### src/rtl/wordle_pkg.sv
// wordle_pkg: shared state encoding, per-letter score codes and ASCII bounds
// for the Wordle game controller and its scorer.
package wordle_pkg;

    typedef enum logic [2:0] {
        IDLE    = 3'd0,
        ENTRY   = 3'd1,
        SCORE_G = 3'd2,
        SCORE_Y = 3'd3,
        REPORT  = 3'd4,
        DONE    = 3'd5
    } state_t;

    localparam logic [1:0] GRAY   = 2'b00;
    localparam logic [1:0] YELLOW = 2'b01;
    localparam logic [1:0] GREEN  = 2'b10;

    localparam logic [7:0] ASCII_A = 8'h41;
    localparam logic [7:0] ASCII_Z = 8'h5A;

endpackage

### src/rtl/wordle_game_ctrl_scorer.sv
// wordle_scorer: scores one guess against the target. A start pulse runs the
// parallel green pass; the yellow pass then walks the guess one position per
// cycle so that duplicate letters claim target slots lowest-index first.
module wordle_scorer #(
    parameter int WORD_LEN = 5
) (
    input  logic                  Clk,
    input  logic                  reset,
    input  logic                  start,
    input  logic [8*WORD_LEN-1:0] guess,
    input  logic [8*WORD_LEN-1:0] target,
    output logic                  done,
    output logic [2*WORD_LEN-1:0] score
);
    import wordle_pkg::*;

    localparam int IW = $clog2(WORD_LEN);

    logic [8*WORD_LEN-1:0] guess_q;
    logic [8*WORD_LEN-1:0] target_q;
    logic [WORD_LEN-1:0]   used_q;
    logic [WORD_LEN-1:0]   used_next;
    logic [IW-1:0]         idx_q;
    logic                  active_q;
    logic [7:0]            cur_letter;
    logic [1:0]            cur_code;
    logic                  found;

    // Yellow search for the current position: lowest unused matching target slot
    always_comb begin
        cur_letter = '0;
        cur_code   = GRAY;
        found      = 1'b0;
        used_next  = used_q;
        for (int k = 0; k < WORD_LEN; k++) begin
            if (IW'(k) == idx_q) begin
                cur_letter = guess_q[8*k +: 8];
                cur_code   = score[2*k +: 2];
            end
        end
        if (cur_code != GREEN) begin
            for (int j = 0; j < WORD_LEN; j++) begin
                if (!found && !used_q[j] && target_q[8*j +: 8] == cur_letter) begin
                    found        = 1'b1;
                    used_next[j] = 1'b1;
                end
            end
        end
    end

    // Green pass on start, then one yellow step per cycle until the last position
    always_ff @(posedge Clk) begin
        if (reset) begin
            guess_q  <= '0;
            target_q <= '0;
            used_q   <= '0;
            idx_q    <= '0;
            active_q <= 1'b0;
            done     <= 1'b0;
            score    <= '0;
        end else begin
            done <= 1'b0;
            if (start) begin
                guess_q  <= guess;
                target_q <= target;
                idx_q    <= '0;
                active_q <= 1'b1;
                for (int k = 0; k < WORD_LEN; k++) begin
                    if (guess[8*k +: 8] == target[8*k +: 8]) begin
                        score[2*k +: 2] <= GREEN;
                        used_q[k]       <= 1'b1;
                    end else begin
                        score[2*k +: 2] <= GRAY;
                        used_q[k]       <= 1'b0;
                    end
                end
            end else if (active_q) begin
                used_q <= used_next;
                for (int k = 0; k < WORD_LEN; k++) begin
                    if (found && IW'(k) == idx_q) begin
                        score[2*k +: 2] <= YELLOW;
                    end
                end
                if (idx_q == IW'(WORD_LEN - 1)) begin
                    active_q <= 1'b0;
                    done     <= 1'b1;
                end else begin
                    idx_q <= idx_q + 1'b1;
                end
            end
        end
    end

endmodule

### src/rtl/wordle_game_ctrl.sv
// wordle_game_ctrl: keyboard entry buffer, guess counter and game state for a
// parametrised Wordle round; per-letter scoring is delegated to wordle_scorer.
//
// state   | meaning
// IDLE    | no game in progress, waiting for start
// ENTRY   | collecting letters, backspace and enter
// SCORE_G | scorer running its parallel green pass
// SCORE_Y | scorer walking positions for yellows
// REPORT  | score and guess count just updated
// DONE    | game over, win/lose held until start
module wordle_game_ctrl #(
    parameter int WORD_LEN    = 5,
    parameter int MAX_GUESSES = 6
) (
    input  logic                               Clk,
    input  logic                               reset,
    input  logic                               start,
    input  logic [8*WORD_LEN-1:0]              target_word,
    input  logic                               letter_valid,
    input  logic [7:0]                         letter,
    input  logic                               backspace,
    input  logic                               enter,
    output logic [8*WORD_LEN-1:0]              guess_buf,
    output logic [$clog2(WORD_LEN+1)-1:0]      letter_idx,
    output logic [$clog2(MAX_GUESSES+1)-1:0]   guess_num,
    output logic [2*WORD_LEN-1:0]              score,
    output logic                               score_valid,
    output logic                               enter_reject,
    output logic                               busy,
    output logic                               win,
    output logic                               lose
);
    import wordle_pkg::*;

    localparam int LI_W = $clog2(WORD_LEN + 1);
    localparam int GN_W = $clog2(MAX_GUESSES + 1);
    localparam logic [LI_W-1:0]       LI_FULL   = LI_W'(WORD_LEN);
    localparam logic [GN_W-1:0]       GN_MAX    = GN_W'(MAX_GUESSES);
    localparam logic [2*WORD_LEN-1:0] ALL_GREEN = {WORD_LEN{GREEN}};

    state_t                state_q, state_d;
    logic [8*WORD_LEN-1:0] target_q;
    logic                  load_game, add_letter, del_letter, reject;
    logic                  scorer_start, report_load, next_round;
    logic                  letter_ok;
    logic                  sc_done;
    logic [2*WORD_LEN-1:0] sc_score;

    assign letter_ok = (letter >= ASCII_A) && (letter <= ASCII_Z);
    assign busy      = (state_q == SCORE_G) || (state_q == SCORE_Y) || (state_q == REPORT);
    assign win       = (state_q == DONE) && (score == ALL_GREEN);
    assign lose      = (state_q == DONE) && (score != ALL_GREEN);

    wordle_scorer #(.WORD_LEN(WORD_LEN)) u_scorer (
        .Clk    (Clk),
        .reset  (reset),
        .start  (scorer_start),
        .guess  (guess_buf),
        .target (target_q),
        .done   (sc_done),
        .score  (sc_score)
    );

    // State register
    always_ff @(posedge Clk) begin
        if (reset) state_q <= IDLE;
        else       state_q <= state_d;
    end

    // Next state and one-cycle control strobes; enter beats backspace beats letter
    always_comb begin
        state_d      = state_q;
        load_game    = 1'b0;
        add_letter   = 1'b0;
        del_letter   = 1'b0;
        reject       = 1'b0;
        scorer_start = 1'b0;
        report_load  = 1'b0;
        next_round   = 1'b0;
        case (state_q)
            IDLE, DONE: begin
                if (start) begin
                    load_game = 1'b1;
                    state_d   = ENTRY;
                end
            end
            ENTRY: begin
                if (enter) begin
                    if (letter_idx == LI_FULL) state_d = SCORE_G;
                    else                       reject  = 1'b1;
                end else if (backspace) begin
                    del_letter = (letter_idx != '0);
                end else if (letter_valid) begin
                    add_letter = letter_ok && (letter_idx < LI_FULL);
                end
            end
            SCORE_G: begin
                scorer_start = 1'b1;
                state_d      = SCORE_Y;
            end
            SCORE_Y: begin
                if (sc_done) begin
                    report_load = 1'b1;
                    state_d     = REPORT;
                end
            end
            REPORT: begin
                if (score == ALL_GREEN || guess_num == GN_MAX) begin
                    state_d = DONE;
                end else begin
                    next_round = 1'b1;
                    state_d    = ENTRY;
                end
            end
            default: state_d = IDLE;
        endcase
    end

    // Entry buffer, target latch, counters and result registers
    always_ff @(posedge Clk) begin
        if (reset) begin
            target_q     <= '0;
            guess_buf    <= '0;
            letter_idx   <= '0;
            guess_num    <= '0;
            score        <= '0;
            score_valid  <= 1'b0;
            enter_reject <= 1'b0;
        end else begin
            score_valid  <= report_load;
            enter_reject <= reject;
            if (load_game) begin
                target_q   <= target_word;
                guess_buf  <= '0;
                letter_idx <= '0;
                guess_num  <= '0;
                score      <= '0;
            end else if (add_letter) begin
                for (int k = 0; k < WORD_LEN; k++) begin
                    if (LI_W'(k) == letter_idx) guess_buf[8*k +: 8] <= letter;
                end
                letter_idx <= letter_idx + 1'b1;
            end else if (del_letter) begin
                for (int k = 0; k < WORD_LEN; k++) begin
                    if (LI_W'(k + 1) == letter_idx) guess_buf[8*k +: 8] <= '0;
                end
                letter_idx <= letter_idx - 1'b1;
            end else if (report_load) begin
                score     <= sc_score;
                guess_num <= guess_num + 1'b1;
            end else if (next_round) begin
                guess_buf  <= '0;
                letter_idx <= '0;
            end
        end
    end

endmodule

### config.mk
export PLATFORM = sky130hd
export DESIGN_NAME = wordle_game_ctrl
export DESIGN_NICKNAME = d
export VERILOG_FILES = /design/src/rtl/wordle_pkg.sv /design/src/rtl/wordle_game_ctrl_scorer.sv /design/src/rtl/wordle_game_ctrl.sv
export SDC_FILE = /design/constraint.sdc
export NUM_CORES = 1
export LEC_CHECK = 0
export BUFFER_PORTS_ARGS = -buffer_cell sky130_fd_sc_hd__buf_2
export CAP_MARGIN = 10
export CORE_ASPECT_RATIO = 1.5
export CORE_MARGIN = 2
export CORE_UTILIZATION = 55
export DETAILED_ROUTE_END_ITERATION = 6
export PLACE_DENSITY_LB_ADDON = 0.1
export SETUP_SLACK_MARGIN = 0.5
export SYNTH_ARGS = -nofsm -noshare
export SYNTH_HDL_FRONTEND = slang
export SYNTH_SLANG_ARGS = --single-unit
export TNS_END_PERCENT = 1
### constraint.sdc
create_clock -name Clk -period 3.45 [get_ports Clk]
set_clock_uncertainty 0.2 [all_clocks]
set_input_delay 0.345 -clock Clk [delete_from_list [all_inputs] [get_ports Clk]]
set_output_delay 0.345 -clock Clk [all_outputs]
set_load 0.005 [all_outputs]
=== Yosys cells after proc, flatten, opt, wreduce, memory -nomap -nowiden ===
Index checks and enable logic that the tools add are counted.

* Add/sub/neg operators: 4
* $mul: 0
* Divide/modulo/power cells: 0
* Order comparisons: 3
* Equal/unequal tests: 45
* Shift-type cells: 0
* Mux-type cells: 88
* Bitwise gates (word level): 6
* Reductions and logical operators: 71

{| class="wikitable"
|+ Operators with widths
! operator !! count
|-
| 40-bit 2-to-1 mux || 4
|-
| 8-bit 2-to-1 mux || 15
|-
| 8-bit equality test || 10
|-
| 1-bit 2-to-1 mux || 39
|-
| 2-bit 2-to-1 mux || 15
|-
| 3-bit 2-to-1 mux || 9
|-
| 4-bit AND reduction || 6
|-
| 2-bit nonzero test || 12
|-
| 10-bit 2-to-1 mux || 2
|-
| 1-bit logical AND || 18
|-
| 3-bit AND reduction || 6
|-
| 3-bit equality test (second input constant) || 5
|-
| 5-bit 2-to-1 mux || 3
|-
| 3-bit by 2-bit inequality test with 1-bit output (second input constant) || 5
|-
| 3-bit case mux with 5 select lines || 1
|-
| 2-bit AND reduction || 7
|-
| 2-bit by 3-bit equality test with 1-bit output (first input constant) || 4
|-
| 2-bit by 1-bit inequality test with 1-bit output (second input constant) || 6
|-
| 10-bit equality test (second input constant) || 1
|-
| 10-bit inequality test (second input constant) || 1
|-
| 3-bit by 1-bit adder with 3-bit output (second input constant) || 3
|-
| 3-bit equality test (first input constant) || 3
|-
| 1-bit logical NOT || 9
|-
| 3-bit logical NOT || 3
|-
| 14 further kinds || 30
|}

* Bits in registers: 201
* Bits in latches: 0
* RAM bits: 0
* ROM bits: 0
* Input port bits: 54
* Output and inout bits: 61
* Logic and storage cells: 244
* Memories: 0

=== Depth between registers and ports, before layout ===
Gate-level depths: netlist of the first run.

* Word-level depth: 34
* Depth in mapped cells: 13
* Depth with buffers taken out: 10

=== By module ===
A second synthesis of the first run with hierarchy kept.

* Cell total of the unflattened synthesis: 1037
* Area, all modules: 9228.9 um^2

{| class="wikitable"
|+ Modules (own cells, without submodules)
! module !! times used !! cells an instance !! area each (um^2) !! seq. area each (um^2)
|-
| wordle_scorer || 1 || 554 || 5163.7 || 2001.9
|-
| wordle_game_ctrl || 1 || 483 || 4065.1 || 2021.9
|}

=== Least setup slack after synthesis of the first run ===
No wires, ideal clock.

* Kind: reg2reg
* Start: reg u_scorer.idx_q[2]
* End: reg u_scorer.score[9]
* Setup time: 118 ps
* Data arrival time: 2825 ps
* Required time: 3132 ps
* Setup slack: 308 ps
* Stages on the path, launching flop included: 14
* Path buffers: 3
* Clock period less this slack: 3142 ps
* Path through: dfxtp_1 buf_2 inv_1 ha_1 or2_1 buf_2 a221o_1 and2_1 buf_2 xor2_1 nand3_1 or4_4 and4_1 a2bb2oi_1

* Cells in the longest elaborated chain, start to end: 33
* Elaborated cells on any way between the ends: 47
* Those cells by class: 10 x eq/ne; 20 x mux; 17 x reduce/logical

{| class="wikitable"
|+ Ends and longest elaborated chain
! item !! RTL line !! RTL
|-
| start, declared || wordle_game_ctrl_scorer.sv:23 || <nowiki>logic [IW-1:0] idx_q;</nowiki>
|-
| start signal, assigned || wordle_game_ctrl_scorer.sv:88 || <nowiki>idx_q <= idx_q + 1'b1;</nowiki>
|-
| 3-bit logical NOT || wordle_game_ctrl_scorer.sv:36 || <nowiki>if (IW'(k) == idx_q) begin</nowiki>
|-
| 8-bit 2-to-1 mux (5 in a row) || wordle_game_ctrl_scorer.sv:36 ||
|-
| 8-bit equality test || wordle_game_ctrl_scorer.sv:43 || <nowiki>if (!found && !used_q[j] && target_q[8*j +: 8] == cur_letter) begin</nowiki>
|-
| 1-bit logical AND || wordle_game_ctrl_scorer.sv:43 ||
|-
| 1-bit 2-to-1 mux || wordle_game_ctrl_scorer.sv:43 ||
|-
| 1-bit 2-to-1 mux || wordle_game_ctrl_scorer.sv:41 || <nowiki>if (cur_code != GREEN) begin</nowiki>
|-
| 1-bit logical NOT || wordle_game_ctrl_scorer.sv:43 ||
|-
| 1-bit logical AND (2 in a row) || wordle_game_ctrl_scorer.sv:43 ||
|-
| [11 not listed] || - ||
|-
| 1-bit 2-to-1 mux || wordle_game_ctrl_scorer.sv:41 ||
|-
| 1-bit logical NOT || wordle_game_ctrl_scorer.sv:43 ||
|-
| 1-bit logical AND (2 in a row) || wordle_game_ctrl_scorer.sv:43 ||
|-
| 1-bit 2-to-1 mux || wordle_game_ctrl_scorer.sv:43 ||
|-
| 1-bit 2-to-1 mux || wordle_game_ctrl_scorer.sv:41 ||
|-
| 1-bit logical AND (*) || wordle_game_ctrl_scorer.sv:80 || <nowiki>if (found && IW'(k) == idx_q) begin</nowiki>
|-
| 2-bit nonzero test (no source line) (*) || - ||
|-
| 2-bit AND reduction (no source line) (*) || - ||
|-
| end signal, assigned || wordle_game_ctrl_scorer.sv:60 || <nowiki>score <= '0;</nowiki>
|-
| end signal, assigned by index || wordle_game_ctrl_scorer.sv:73 || <nowiki>score[2*k +: 2] <= GRAY;</nowiki>
|-
| end signal, assigned by index || wordle_game_ctrl_scorer.sv:81 || <nowiki>score[2*k +: 2] <= YELLOW;</nowiki>
|-
| end, declared || wordle_game_ctrl_scorer.sv:13 || <nowiki>output logic [2*WORD_LEN-1:0] score</nowiki>
|}

Every way passes the cells marked *; elsewhere a longest branch is shown, timed or not. The select of a mux whose other input is x is not followed.
A chain may end at the register's enable or synchronous reset.

=== Worst setup path in the final report of the first run ===
* Start: reg u_scorer.idx_q[0]
* End: reg u_scorer.score[9]

Same word-level chain as after synthesis.

==> results of run 1 <==
[layout by cell type (no fill, tap or decap), types with 31 or more instances in the layout]
master	n
sky130_fd_sc_hd__dfxtp_1	197
sky130_fd_sc_hd__xor2_1	40
sky130_fd_sc_hd__mux2i_1	31
sky130_fd_sc_hd__nor2_1	53
sky130_fd_sc_hd__xnor2_1	35
sky130_fd_sc_hd__buf_4	36
sky130_fd_sc_hd__a21oi_1	156
sky130_fd_sc_hd__dlygate4sd3_1	41
sky130_fd_sc_hd__nand2_1	283
sky130_fd_sc_hd__buf_2	113
[stage by stage]
step                      cells  power, W  hold WS (ns)
after floorplan            1100   0.00332         0.232
after global placement     1365   0.00360         0.242
after global routing       1460   0.00602       0.00718
after detailed placement   1365   0.00361         0.246
after CTS                  1445   0.00573       0.00213
final                      1460   0.00577       0.00144
[sequential cells by signal, summed over array words and instances, names as in the netlist]
register           flops
state_q                3
score                 10
guess_num              3
u_scorer.used_q        5
guess_buf             40
u_scorer.target_q     40
u_scorer.active_q      1
score_valid            1
letter_idx             3
target_q              40
u_scorer.done          1
u_scorer.guess_q      40
enter_reject           1
u_scorer.idx_q         3
u_scorer.score        10
[cell type report]
cell class,instances,area [sq um]
Fill cell,1402,5100
Clock buffer,29,564
Sequential cell,201,4030
Tap cell,206,258
Clock inverter,6,52.6
Timing Repair Buffer,192,1270
Inverter,18,72.6
Multi-Input combinational cell,808,4770
[worst paths after layout]
path | start | to | slack (ns) | cells past startpoint
min | reset | state_q[2]$_SDFFE_PP0P_ | 0.001 | 2
max | u_scorer.idx_q[0]$_SDFFE_PP0P_ | u_scorer.score[9]$_SDFFE_PP0P_ | 0.54 | 11
min reg2reg | u_scorer.guess_q[20]$_SDFFE_PP0P_ | u_scorer.guess_q[20]$_SDFFE_PP0P_ | 0.26 | 2
max reg2reg | u_scorer.idx_q[0]$_SDFFE_PP0P_ | u_scorer.score[9]$_SDFFE_PP0P_ | 0.54 | 11
[layer usage]
| layer | track usage | vias to the layer above |
|---|---|---|
| li1 | - | 3989 |
| met1 | 0.388 | 3818 |
| met2 | 0.514 | 224 |
| met3 | 0.0402 | 65 |
| met4 | 0.122 | 0 |
| met5 | 0 | - |
[timing repair]
item | CTS | global route
endpoints found under the hold margin | 41 | 0
setup endpoints to repair | 14 | 47
pin swaps | 3 | 14
setup buffers | 4 | 15
hold buffers | 41 | 0
gates resized for setup | 28 | 22
[worst reg2reg max path, cell delays in order, from the launching register on]
cell                        delay [ns]
sky130_fd_sc_hd__dfxtp_4          0.38
sky130_fd_sc_hd__buf_4            0.12
sky130_fd_sc_hd__ha_4             0.20
sky130_fd_sc_hd__buf_6            0.16
sky130_fd_sc_hd__a21oi_1          0.08
sky130_fd_sc_hd__a221o_1          0.36
sky130_fd_sc_hd__and2_4           0.19
sky130_fd_sc_hd__xor2_1           0.14
sky130_fd_sc_hd__nand3_1          0.09
sky130_fd_sc_hd__or4_4            0.53
sky130_fd_sc_hd__and4_4           0.22
sky130_fd_sc_hd__a2bb2oi_1        0.14
[cells by family (layout without fill, tap and decap cells)]
logic type	count (synthesis)	count (layout)	share of synthesized area
AO/OA/AOI/OAI	220	220	0.144
AND/OR/NAND/NOR	468	468	0.237
XOR/XNOR	76	76	0.0741
flip-flops	201	201	0.448
multiplexers	31	31	0.0346
buffers and inverters	91	245	0.0439
adder cells (fa/ha/maj)	13	13	0.0181
[where the power goes]
part / switching, W / internal [W] / total [W]
logic: 0.000705 / 0.000415 / 0.00112
registers: 0.000136 / 0.00245 / 0.00259
clock network: 0.000911 / 0.00115 / 0.00206
==> reports/summary.md, run 1 <==
Status
• finished clean — status

Detailed routing
• 8,096 — vias after detailed routing
• 18.2 um — WL per Instance
• 12.9 mm — Met2 Wirelength
• 5 — number of search-and-repair iterations in the first detailed-routing pass
• 486 — violation count after the first detailed-routing iteration
• 26.6 mm — WL final
• met4 — uppermost metal layer occupied by signal nets
• 11.2 mm — detailed-route wire length on metal 1
• 0 — antenna-violating nets left
• 0 — DRC violation count after routing
• 1.33 mm — routed wire length on met3
• 5.55 — Via density

CTS
• 1 — CTS H-Tree Depth
• sky130_fd_sc_hd__clkbuf_16 — library cell used as clock root buffer
• built — clock tree from TritonCTS
• 20 — number of buffers added by the clock tree synthesis step
• 3 — largest buffer count on any clock path
• 0.06 ns — Reg clk slew, reported paths
• 201 — clock sink count
• 0.51 ns — clock insertion delay at the later pin of the skew report

Critical path
• 11 — critical path peak fanout
• flop — endpoint class of the critical path
• 3.62 ns — required time of the critical path
• simple AND/OR/NAND/NOR gates — family of cells with the greatest summed delay on the critical path
• 0.53 ns — Worst path max stage delay
• flop to flop — WS Path Type
• 2 — buffers plus inverters on the worst setup path
• buf_4 -> ha_4 -> buf_6 -> a21oi_1 -> a221o_1 -> and2_4 -> xor2_1 -> nand3_1 -> or4_4 -> and4_4 -> a2bb2oi_1 — worst path cell trace
• flop — element type at the critical path start
• 3.08 ns — endpoint arrival time on the critical path
• sky130_fd_sc_hd__or4_4 — cell with the largest stage delay on the worst path

Logic synthesis
• 8.16 sq um — average size of a mapped cell
• 0 — Async SR Flop Fraction
• 0.448 — share of the yosys chip area belonging to registers
• 65 — library cells used by synthesis
• 1,167 — Syn Nets
• 0.448 — Synth top area share
• sky130_fd_sc_hd__dfxtp_1 45%, sky130_fd_sc_hd__nand2_1 12%, sky130_fd_sc_hd__a21oi_1 8.7%, sky130_fd_sc_hd__xor2_1 4.0%, sky130_fd_sc_hd__mux2i_1 3.5% — cells taking the most area after synthesis
• 0 — Yosys warning count
• sky130_fd_sc_hd__dfxtp_1 — post-synth top area cell
• sky130_fd_sc_hd__nand2_1 — most common cell in the synthesized netlist
• 283 x sky130_fd_sc_hd__nand2_1, 201 x sky130_fd_sc_hd__dfxtp_1, 156 x sky130_fd_sc_hd__a21oi_1 — Post-synth top cells
• 201 — synthesized flop and latch total
• 8980 sq um — total standard cell area after synthesis
• 1,100 — Post-Synthesis Cells
• 0 — number of flops mapped to enable cells by yosys
• sky130_fd_sc_hd__dfxtp_1 — dominant register cell in the synthesized netlist

Global route
• 0 — total grt overflow
• 83 — maximum number of pins on one net before global-route repair
• 0.304 — global router's overall resource usage
• 0 — antenna violations before repair
• 41.1 mm — global-route wire length before repair
• 7,606 — number of global-route vias before repair

Timing
• 0 — number of hold violations in the final report
• 0.344 GHz — highest clock frequency the design can meet
• 0.843 — share of the cycle needed by the critical path after routing
• 0.356 — Slew Limit Headroom
• 0 — final setup violating endpoints
• 0 — total count of max-transition violations in the final report
• 0 ns — setup_tns
• 0.963 ns — actual slew at the worst max-slew pin
• 2.91 ns — final critical-path required period
• 0.541 ns — slack of the critical path
• yes — RSZ-0062 raised after global routing

Placed design
• 114 — number of buffers added on ports
• 0.893 — placer congestion estimate
• 18.8 mm — half-perimeter wire length of the detailed placement result
• 0.151 ns — post-placement worst setup slack
• 9660 sq um — total cell area at the placement stage

Final layout
• 0.684 — core occupancy in the finished layout
• 11,000 sq um — final non-filler cell area
• 0 — antenna fix cells
• 0.185 — layout cell share with drive strength beyond 1
• 22.7% — Syn-to-layout area delta
• 1,308 — Final nets

Flow run
• 0 — number of maximum-capacitance constraint violations

Floorplanning
• 160 um — Chip Height
• 17,400 sq um — die outline area
• 0.557 — starting density of the core
• 108 um — die span in x
• 57 — Site Rows
• 16,100 sq um — area of the core
• 115 — I/O Pins

Power and ir drop
• 523 nW/um^2 — PwrDens
• 4.40 nW — Lkg Pwr
• 438 uV — Max rail drop VDD

Hold path
• input port to flop — worst hold path type

No activity file was read; power rests on OpenSTA's default activity.
==> run 2: changes to the inputs <==
==> constraint.sdc (replaced) <==
create_clock -name Clk -period 2.7 [get_ports Clk]
set_clock_uncertainty 0.2 [all_clocks]
set_input_delay 0.27 -clock Clk [delete_from_list [all_inputs] [get_ports Clk]]
set_output_delay 0.27 -clock Clk [all_outputs]
set_load 0.005 [all_outputs]
==> reports/summary.md, run 2 (synthesis gave the netlist of run 1 again) <==
Placed design
• 10,100 sq um — total cell area at the placement stage
• 114 — number of buffers added on ports
• -0.465 ns — post-placement worst setup slack
• 0.935 — placer congestion estimate
• 1,414 — Inst Count DP
• 18.9 mm — half-perimeter wire length of the detailed placement result

Power and ir drop
• 0.00537 W — Internal Pwr Total
• 0.00232 W — NetSw
• 600 uV — Max rail drop VDD
• 4.65 nW — Lkg Pwr
• 0.211 — combinational cell fraction of total power
• 0.301 — Sw Ratio
• 0.360 — clock network fraction of total power
• 660 nW/um^2 — PwrDens
• 0.00769 W — post-route total power
• 0.430 — proportion of power drawn by flip-flops and latches

CTS
• sky130_fd_sc_hd__clkbuf_16 — library cell used as clock root buffer
• built — clock tree from TritonCTS
• 20 — number of buffers added by the clock tree synthesis step
• 201 — clock sink count
• 0.51 ns — clock insertion delay at the later pin of the skew report
• 0.06 ns — Reg clk slew, reported paths
• 3 — largest buffer count on any clock path
• 1 — CTS H-Tree Depth

Critical path
• flop — endpoint class of the critical path
• flop — element type at the critical path start
• 8 — critical path peak fanout
• 2.88 ns — required time of the critical path
• 3.14 ns — endpoint arrival time on the critical path
• flop to flop — WS Path Type

Final layout
• 0.723 — core occupancy in the finished layout
• 29.8% — Syn-to-layout area delta
• sky130_fd_sc_hd__nand2_1 — most common cell after layout, fill and taps aside
• 283 x sky130_fd_sc_hd__nand2_1, 194 x sky130_fd_sc_hd__dfxtp_1, 153 x sky130_fd_sc_hd__a21oi_1 — commonest cells after routing, fill and taps aside
• 1,349 — Final nets
• 11,700 sq um — final non-filler cell area
• 0 — antenna fix cells
• 1,502 — non-filler instance count after layout
• 0.240 — layout cell share with drive strength beyond 1

Global route
• 42.8 mm — global-route wire length before repair
• 0.0349 — global routing met3 resource utilization
• 0.313 — global router's overall resource usage
• 83 — maximum number of pins on one net before global-route repair
• 0.400 — global routing met1 resource utilization
• 8,005 — number of global-route vias before repair
• 0 — total grt overflow
• 0 — antenna violations before repair
• 0.548 — global routing usage on met2
• met2 — busiest metal layer after global routing

Floorplanning
• 0.557 — starting density of the core
• 160 um — Chip Height
• 108 um — die span in x
• 57 — Site Rows
• 17,400 sq um — die outline area
• 16,100 sq um — area of the core
• 115 — I/O Pins

Hold path
• input port to flop — worst hold path type

Timing
• 0.855 ns — actual slew at the worst max-slew pin
• 1.10 — share of the cycle needed by the critical path after routing
• 14 — final setup violating endpoints
• 0.338 GHz — highest clock frequency the design can meet
• 0 — total count of max-transition violations in the final report
• 0.428 — Slew Limit Headroom
• -0.261 ns — slack of the critical path
• 2.96 ns — final critical-path required period
• 0 — number of hold violations in the final report
• yes — RSZ-0062 raised after global routing

Flow run
• 0 — number of maximum-capacitance constraint violations

Detailed routing
• 0 — antenna-violating nets left
• 5.57 — Via density
• 0 — DRC violation count after routing
• 5 — number of search-and-repair iterations in the first detailed-routing pass
• 27.2 mm — WL final
• 18.1 um — WL per Instance
• 560 — violation count after the first detailed-routing iteration
• 8,363 — vias after detailed routing

Status
• setup timing — violated checks
• complete, but fails checks — status

==> run 2: cell count changes in the layout (fill, tap and decap cells not counted), sizes merged <==
cell,change
buf,+40
bufinv,+1
clkbuf,-1
clkinvlp,+1
dlygate4sd3,+1
==> run 2: metrics by stage <==
| stage | hold slack (ns) | TNS, ns |
|---|---|---|
| final | 0.0595 | -2.43 |
| after global routing | 0.0660 | -3.45 |
| after CTS | 0.0633 | -1.89 |
| after detailed placement | 0.249 | -5.45 |
| after global placement | 0.243 | -4.97 |
| after floorplan | 0.206 | -1.81 |
==> run 2: layout make-up <==
| class | count | area, sq um |
|---|---|---|
| multi-input combinational | 808 | 5000 |
| fill | 1337 | 4460 |
| sequential | 201 | 4040 |
| timing repair buffer | 233 | 1630 |
| clock buffer | 28 | 571 |
| tap | 206 | 258 |
| clock inverter | 8 | 82.6 |
| inverter | 18 | 70.1 |
==> run 2: power by group through the flow <==
stage | registers (W) | logic [W] | clock network, W
2_1_floorplan | 0.00330 | 0.000944 | 0
3_3_place_gp | 0.00335 | 0.00139 | 0
3_5_place_dp | 0.00335 | 0.00141 | 0
4_1_cts | 0.00330 | 0.00158 | 0.00280
5_1_grt | 0.00332 | 0.00175 | 0.00294
6_report | 0.00330 | 0.00162 | 0.00276
==> run 2: critical path, cell delays in order, from the launching register on <==
cell                        delay [ns]
sky130_fd_sc_hd__dfxtp_4          0.37
sky130_fd_sc_hd__ha_4             0.17
sky130_fd_sc_hd__ha_4             0.15
sky130_fd_sc_hd__or2_4            0.28
sky130_fd_sc_hd__a221o_1          0.31
sky130_fd_sc_hd__and2_4           0.19
sky130_fd_sc_hd__buf_4            0.13
sky130_fd_sc_hd__xor2_1           0.15
sky130_fd_sc_hd__nand4_1          0.10
sky130_fd_sc_hd__or4_4            0.47
sky130_fd_sc_hd__and4_4           0.19
sky130_fd_sc_hd__a2bb2oi_2        0.12
==> run 2: worst paths after layout <==
| kind | startpoint | endpoint | slack, ns | cells after the start |
|---|---|---|---|---|
| min | letter[0] | guess_buf[0]$_SDFFE_PP0P_ | 0.06 | 4 |
| max | u_scorer.idx_q[1]$_SDFFE_PP0P_ | u_scorer.score[9]$_SDFFE_PP0P_ | -0.26 | 11 |
| min reg2reg | u_scorer.guess_q[22]$_SDFFE_PP0P_ | u_scorer.guess_q[22]$_SDFFE_PP0P_ | 0.26 | 2 |
| max reg2reg | u_scorer.idx_q[1]$_SDFFE_PP0P_ | u_scorer.score[9]$_SDFFE_PP0P_ | -0.26 | 11 |
==> run 2: layer usage <==
layer,wire [um],up-vias
li1,-,4080
met1,11100,3986
met2,13900,243
met3,1470,54
met4,811,0
met5,0,-
==> run 2: what timing repair did <==
item,CTS,global route
buffers inserted,8,2
endpoints found under the hold margin,45,0
gates resized for setup,75,31
pin swaps,66,45
setup endpoints to repair,62,61
hold buffers,42,0
